$ cat config.mk
export PLATFORM = sky130hd
export DESIGN_NAME = spi_responder
export DESIGN_NICKNAME = d
export VERILOG_FILES = /design/src/rtl/spi_pkg.sv /design/src/rtl/spi_sync.sv /design/src/rtl/spi_responder.sv
export SDC_FILE = /design/constraint.sdc
export NUM_CORES = 1
export LEC_CHECK = 0
export CORE_MARGIN = 5
export CORE_UTILIZATION = 35
export CTS_CLUSTER_DIAMETER = 200
export CTS_CLUSTER_SIZE = 12
export DETAILED_ROUTE_END_ITERATION = 10
export GPL_TIMING_DRIVEN = 0
export PLACE_DENSITY = 0.51
export SYNTH_ARGS = -nofsm -noshare
export SYNTH_HDL_FRONTEND = slang
export SYNTH_SLANG_ARGS = --single-unit
$ cat constraint.sdc
create_clock -name clk -period 1.93 [get_ports clk]
set_input_delay 0.579 -clock clk [delete_from_list [all_inputs] [get_ports clk]]
set_output_delay 0.579 -clock clk [all_outputs]
set_load 0.02 [all_outputs]
$ cat src/rtl/spi_pkg.sv
// SPI responder shared types.
// State encoding and default frame width.
package spi_pkg;

  localparam int SPI_WIDTH = 8;

  typedef enum logic [1:0] {
    IDLE,
    SHIFT,
    DONE
  } spi_state_t;

endpackage

$ cat src/rtl/spi_sync.sv
// Multi-flop synchronizer for one asynchronous input.
// Resets to a chosen idle level.
module spi_sync #(
  parameter int   DEPTH   = 2,
  parameter logic RST_VAL = 1'b0
) (
  input  logic clk,
  input  logic reset,
  input  logic d,
  output logic q
);

  logic [DEPTH-1:0] r_ff;

  always_ff @(posedge clk or negedge reset) begin
    if (!reset) begin
      r_ff <= {DEPTH{RST_VAL}};
    end else begin
      r_ff <= (r_ff << 1) | DEPTH'(d);
    end
  end

  assign q = r_ff[DEPTH-1];

endmodule

$ cat src/rtl/spi_responder.sv
// SPI mode-0 responder, oversampled by the system clock.
// Frames of WIDTH bits, MSB first, reply preloaded via tx_load.
module spi_responder
  import spi_pkg::*;
#(
  parameter int WIDTH       = SPI_WIDTH,
  parameter int SYNC_STAGES = 2
) (
  input  logic             clk,
  input  logic             reset,
  input  logic             sclk,
  input  logic             cs,
  input  logic             mosi,
  output logic             miso,
  output logic             miso_oe,
  input  logic [WIDTH-1:0] tx_data,
  input  logic             tx_load,
  output logic             tx_pending,
  output logic [WIDTH-1:0] rx_data,
  output logic             rx_valid,
  output logic             frame_err
);

  localparam int CW = $clog2(WIDTH + 1);

  logic w_sclk;
  logic w_cs;
  logic w_mosi;

  spi_sync #(.DEPTH(SYNC_STAGES), .RST_VAL(1'b0)) u_sync_sclk (
    .clk  (clk),
    .reset(reset),
    .d    (sclk),
    .q    (w_sclk)
  );

  spi_sync #(.DEPTH(SYNC_STAGES), .RST_VAL(1'b1)) u_sync_cs (
    .clk  (clk),
    .reset(reset),
    .d    (cs),
    .q    (w_cs)
  );

  spi_sync #(.DEPTH(SYNC_STAGES), .RST_VAL(1'b0)) u_sync_mosi (
    .clk  (clk),
    .reset(reset),
    .d    (mosi),
    .q    (w_mosi)
  );

  logic r_sclk_d;
  logic r_cs_d;

  always_ff @(posedge clk or negedge reset) begin
    if (!reset) begin
      r_sclk_d <= 1'b0;
      r_cs_d   <= 1'b1;
    end else begin
      r_sclk_d <= w_sclk;
      r_cs_d   <= w_cs;
    end
  end

  logic w_sclk_rise;
  logic w_sclk_fall;
  logic w_cs_rise;
  logic w_cs_fall;

  assign w_sclk_rise = w_sclk & ~r_sclk_d;
  assign w_sclk_fall = ~w_sclk & r_sclk_d;
  assign w_cs_rise   = w_cs & ~r_cs_d;
  assign w_cs_fall   = ~w_cs & r_cs_d;

  spi_state_t       r_state;
  spi_state_t       w_state_nxt;
  logic [CW-1:0]    r_cnt;
  logic [WIDTH-1:0] r_pend;
  logic             r_pending;
  logic [WIDTH-1:0] r_txsh;
  logic [WIDTH-1:0] r_rxsh;
  logic [WIDTH-1:0] r_rx_data;
  logic             r_rx_valid;
  logic             r_frame_err;

  logic w_cap;
  logic w_rx_shift;
  logic w_tx_shift;
  logic w_done;
  logic w_abort;
  logic w_exit;

  always_ff @(posedge clk or negedge reset) begin
    if (!reset) begin
      r_state <= IDLE;
    end else begin
      r_state <= w_state_nxt;
    end
  end

  always_comb begin
    w_state_nxt = r_state;
    w_cap       = 1'b0;
    w_rx_shift  = 1'b0;
    w_tx_shift  = 1'b0;
    w_done      = 1'b0;
    w_abort     = 1'b0;
    w_exit      = 1'b0;
    unique case (r_state)
      IDLE: begin
        if (w_cs_fall) begin
          w_cap       = 1'b1;
          w_state_nxt = SHIFT;
        end
      end
      SHIFT: begin
        // Every counter value seen here is below WIDTH
        if (w_cs_rise) begin
          w_abort     = 1'b1;
          w_exit      = 1'b1;
          w_state_nxt = IDLE;
        end else if (w_sclk_rise) begin
          w_rx_shift = 1'b1;
          if (r_cnt == CW'(WIDTH - 1)) begin
            w_done      = 1'b1;
            w_state_nxt = DONE;
          end
        end else if (w_sclk_fall) begin
          w_tx_shift = 1'b1;
        end
      end
      DONE: begin
        if (w_cs_rise) begin
          w_exit      = 1'b1;
          w_state_nxt = IDLE;
        end
      end
      default: begin
        w_state_nxt = IDLE;
      end
    endcase
  end

  always_ff @(posedge clk or negedge reset) begin
    if (!reset) begin
      r_txsh <= '0;
      r_rxsh <= '0;
      r_cnt  <= '0;
    end else if (w_cap) begin
      r_txsh <= r_pending ? r_pend : '0;
      r_rxsh <= '0;
      r_cnt  <= '0;
    end else if (w_exit) begin
      r_txsh <= '0;
      r_cnt  <= '0;
    end else if (w_tx_shift) begin
      r_txsh <= r_txsh << 1;
    end else if (w_rx_shift) begin
      r_rxsh <= {r_rxsh[WIDTH-2:0], w_mosi};
      if (r_cnt < CW'(WIDTH)) begin
        r_cnt <= r_cnt + 1'b1;
      end
    end
  end

  // A load in the capture cycle wins, so it survives for the next frame
  always_ff @(posedge clk or negedge reset) begin
    if (!reset) begin
      r_pend    <= '0;
      r_pending <= 1'b0;
    end else if (tx_load) begin
      r_pend    <= tx_data;
      r_pending <= 1'b1;
    end else if (w_cap) begin
      r_pending <= 1'b0;
    end
  end

  always_ff @(posedge clk or negedge reset) begin
    if (!reset) begin
      r_rx_data   <= '0;
      r_rx_valid  <= 1'b0;
      r_frame_err <= 1'b0;
    end else begin
      r_rx_valid  <= w_done;
      r_frame_err <= w_abort;
      if (w_done) begin
        r_rx_data <= {r_rxsh[WIDTH-2:0], w_mosi};
      end
    end
  end

  assign miso_oe    = ~w_cs;
  assign miso       = r_txsh[WIDTH-1] & ~w_cs;
  assign tx_pending = r_pending;
  assign rx_data    = r_rx_data;
  assign rx_valid   = r_rx_valid;
  assign frame_err  = r_frame_err;

endmodule

==> results.txt <==
Outcome -> complete, no violations
First-pass GRT wire length -> 6.548 mm
Total global-route track usage -> 11.27%
Multiplexer share of the synthesized area -> 9.512%
Share of cells above drive strength 1 -> 24.44%
Top-level I/O count -> 27
H-tree levels -> 2
Number of buffers inserted by hold repair at cts -> 0
Top FF cell, synth -> dfrtp_1
Remaining Overflow, GRT -> 0
Complex-gate fraction of the synthesized area -> 12.70%
Distinct cells, synth -> 36
Synth Register Bits -> 48
Leakage -> 0.001116 uW
MaxCap Viol Count -> 0
Post-synth top cells -> 45 x dfrtp_1, 16 x mux2_2, 11 x nand2_1, 9 x a2bb2oi_1, 8 x o21ai_0
Ant diodes -> 0
Final wirelength -> 3.783 mm
Synth Area per Inst -> 13.79 um^2
Row cnt -> 27
Most frequent cell after synthesis -> dfrtp_1
Fin. Hold Viols -> 0
Drt wl/cell -> 15.01 um
Final cell count without fillers -> 252
Worst-skew pair later-pin latency -> 0.29 ns
Max Fclk -> 0.5406 GHz
Slew Viols, Final -> 0
Core Box Area -> 5540 um^2
CP endpoint kind -> output port
Placed cells -> 243
Setup CP Type -> reg -> out
Post-route DRC -> 0
Number of DRC markers in iteration 0 -> 50
Post-Syn Instances -> 145
Synthesized area -> 1999 um^2
Initial antenna violation count -> 0
Placer congestion estimate -> 0.7615
Max FO, Critical Path -> 7
Seq/Total Area, Yosys -> 60.26%
Clock net sink count -> 48
Post-synth ARST share -> 100.0%
Synthesized Nets -> 163
Starting Density -> 36.09%
Final setup viols -> 0
Synth Area in Simple Gates -> 12.45%
Total CTS buffers -> 5
DR vias/cell -> 4.897
Post-Synth XOR/XNOR Area -> 0.8761%
Die ar. -> 7324 um^2
Number of buffers added on ports -> 25
Clock Pin Slew Worst Setup and Hold Paths -> 0.09 ns
Chip width -> 85.58 um
Crit path required time -> 1.35 ns
Peak supply drop -> 0.0003515 V
Worst Skew -> 0.005156 ns
Hold Path Class -> in -> async
Post-synth EDFFs -> 0
Slew at the pin closest to its max-slew limit -> 0.5827 ns
Adder-cell share of the synthesized area -> 2.503%
Synth top area cells -> dfrtp_1 56%, mux2_2 9.0%, dfstp_2 3.9%
Worst Path Arrival -> 1.27 ns
Final worst path period need -> 1.850 ns
Clock tree buffer depth -> 2
HPWL after DPL -> 2.742 mm
Fin crit share -> 95.84%
Pre-antenna DRT Iters -> 4
Via count -> 1,234
Nets -> 197
Clk root buf -> clkbuf_8
Slew HR -> 61.16%
Synth top area share -> 56.32%
Area Overhead vs Synth -> 22.84%
Largest family of logic cells by synthesized area -> compound AO/OA/AOI/OAI gates
Design Area, Final -> 2456 um^2
Largest area contributor in the netlist -> dfrtp_1
Unrepaired setup endpoints after global routing -> no
Yosys warns -> 0
Largest net degree at the start of global routing -> 28
Type of origin of the critical path -> register
Cell Pwr Density -> 969.6 nW/um^2
Post-DRT Antenna Nets -> 0
Number of global-route vias before repair -> 1,322
CTS tree -> done
Placed Area -> 2355 um^2
Die Y -> 85.58 um
[worst paths after layout]
kind                                                  to  cells after the start  slack [ns]                           from
max in group asynchronous    u_sync_cs.r_ff[1]$_DFF_PN1_                      2        1.08                          reset
max reg2reg                        r_rxsh[2]$_DFFE_PN0P_                      6        0.23         r_state[1]$_DFFE_PN0P_
min reg2reg                u_sync_sclk.r_ff[1]$_DFF_PN0_                      0        0.35  u_sync_sclk.r_ff[0]$_DFF_PN0_
max                                                 miso                      2        0.08    u_sync_cs.r_ff[1]$_DFF_PN1_
min in group clk           u_sync_sclk.r_ff[1]$_DFF_PN0_                      0        0.35  u_sync_sclk.r_ff[0]$_DFF_PN0_
min                                  frame_err$_DFF_PN0_                      1        0.25                          reset
[flip-flops by register name, summed over array words and instances, names as in the netlist]
signal            count
r_pend                8
r_cnt                 4
r_rxsh                7
r_sclk_d              1
u_sync_sclk.r_ff      2
rx_data               8
r_txsh                8
u_sync_mosi.r_ff      2
u_sync_cs.r_ff        2
rx_valid              1
frame_err             1
r_state               2
r_cs_d                1
tx_pending            1
[per-layer routing]
metal,part of all wire (%),track usage [%]
met1,47,15.06
met2,47,17.44
met3,4.5,3.362
met4,1.1,3.885
met5,0,0
[report_power, final]
part / leakage [uW] / switching (uW) / internal [uW]
registers: 0.000608 / 94.0 / 1150
logic: 0.000457 / 263 / 264
clock network: 0.0000510 / 321 / 286
[through the flow]
step	setup slack, ns	utilization (%)	power [uW]	setup TNS [ns]	hold slack, ns
after floorplan	0.5075	-	1622	0	0.2834
after global placement	-1.004	42.23	1761	-46.69	0.3362
after detailed placement	0.1060	42.50	1798	0	0.3379
after CTS	0.02527	44.15	2409	0	0.2587
after global routing	0.004537	44.33	2520	0	0.2791
final	0.08032	44.33	2381	0	0.2491
[cell type report]
| cell class | count | area, um^2 |
|---|---|---|
| Sequential cell | 48 | 1205 |
| Clock buffer | 6 | 82.58 |
| Timing Repair Buffer | 27 | 274.0 |
| Tap cell | 72 | 90.09 |
| Fill cell | 532 | 3084 |
| Inverter | 5 | 18.77 |
| Clock inverter | 2 | 10.01 |
| Multi-Input combinational cell | 90 | 760.7 |
| Buffer | 2 | 15.01 |
[layout by cell type, fill, tap and decap left out, types with 2 or more instances in the layout]
master,instances
dfstp_2,3
nor3b_1,2
nand2_1,11
o21ai_0,8
clkdlybuf4s50_1,21
clkinv_2,2
clkbuf_8,6
a22o_1,7
nor3_4,2
xnor2_1,2
and2_1,2
a2bb2oi_1,9
inv_1,5
mux2_2,16
dfrtp_1,45
ha_1,4
nor2_1,5
a21oi_1,3
[worst max-delay path, stage by stage (launching register included)]
cell and delay [ns]:
dfstp_2 0.61, nor2b_1 0.06, dlygate4sd2_1 0.31
[cell families (layout without fill, tap and decap cells)]
family | Yosys count | count (layout)
simple gates | 34 | 34
flops | 48 | 48
buf+inv | 7 | 42
fa+ha+maj | 4 | 4
compound gates | 33 | 33
xor+xnor | 2 | 2
mux | 17 | 17
[what timing repair did]
item / in CTS / in global routing
endpoints found under the setup margin: 2 / 3
gates resized for setup: 3 / 1
endpoints found under the hold margin: 0 / 0
pin swaps: 0 / 0
buffers inserted: 0 / 1
Note: power is estimated with default switching activity, not from simulation.
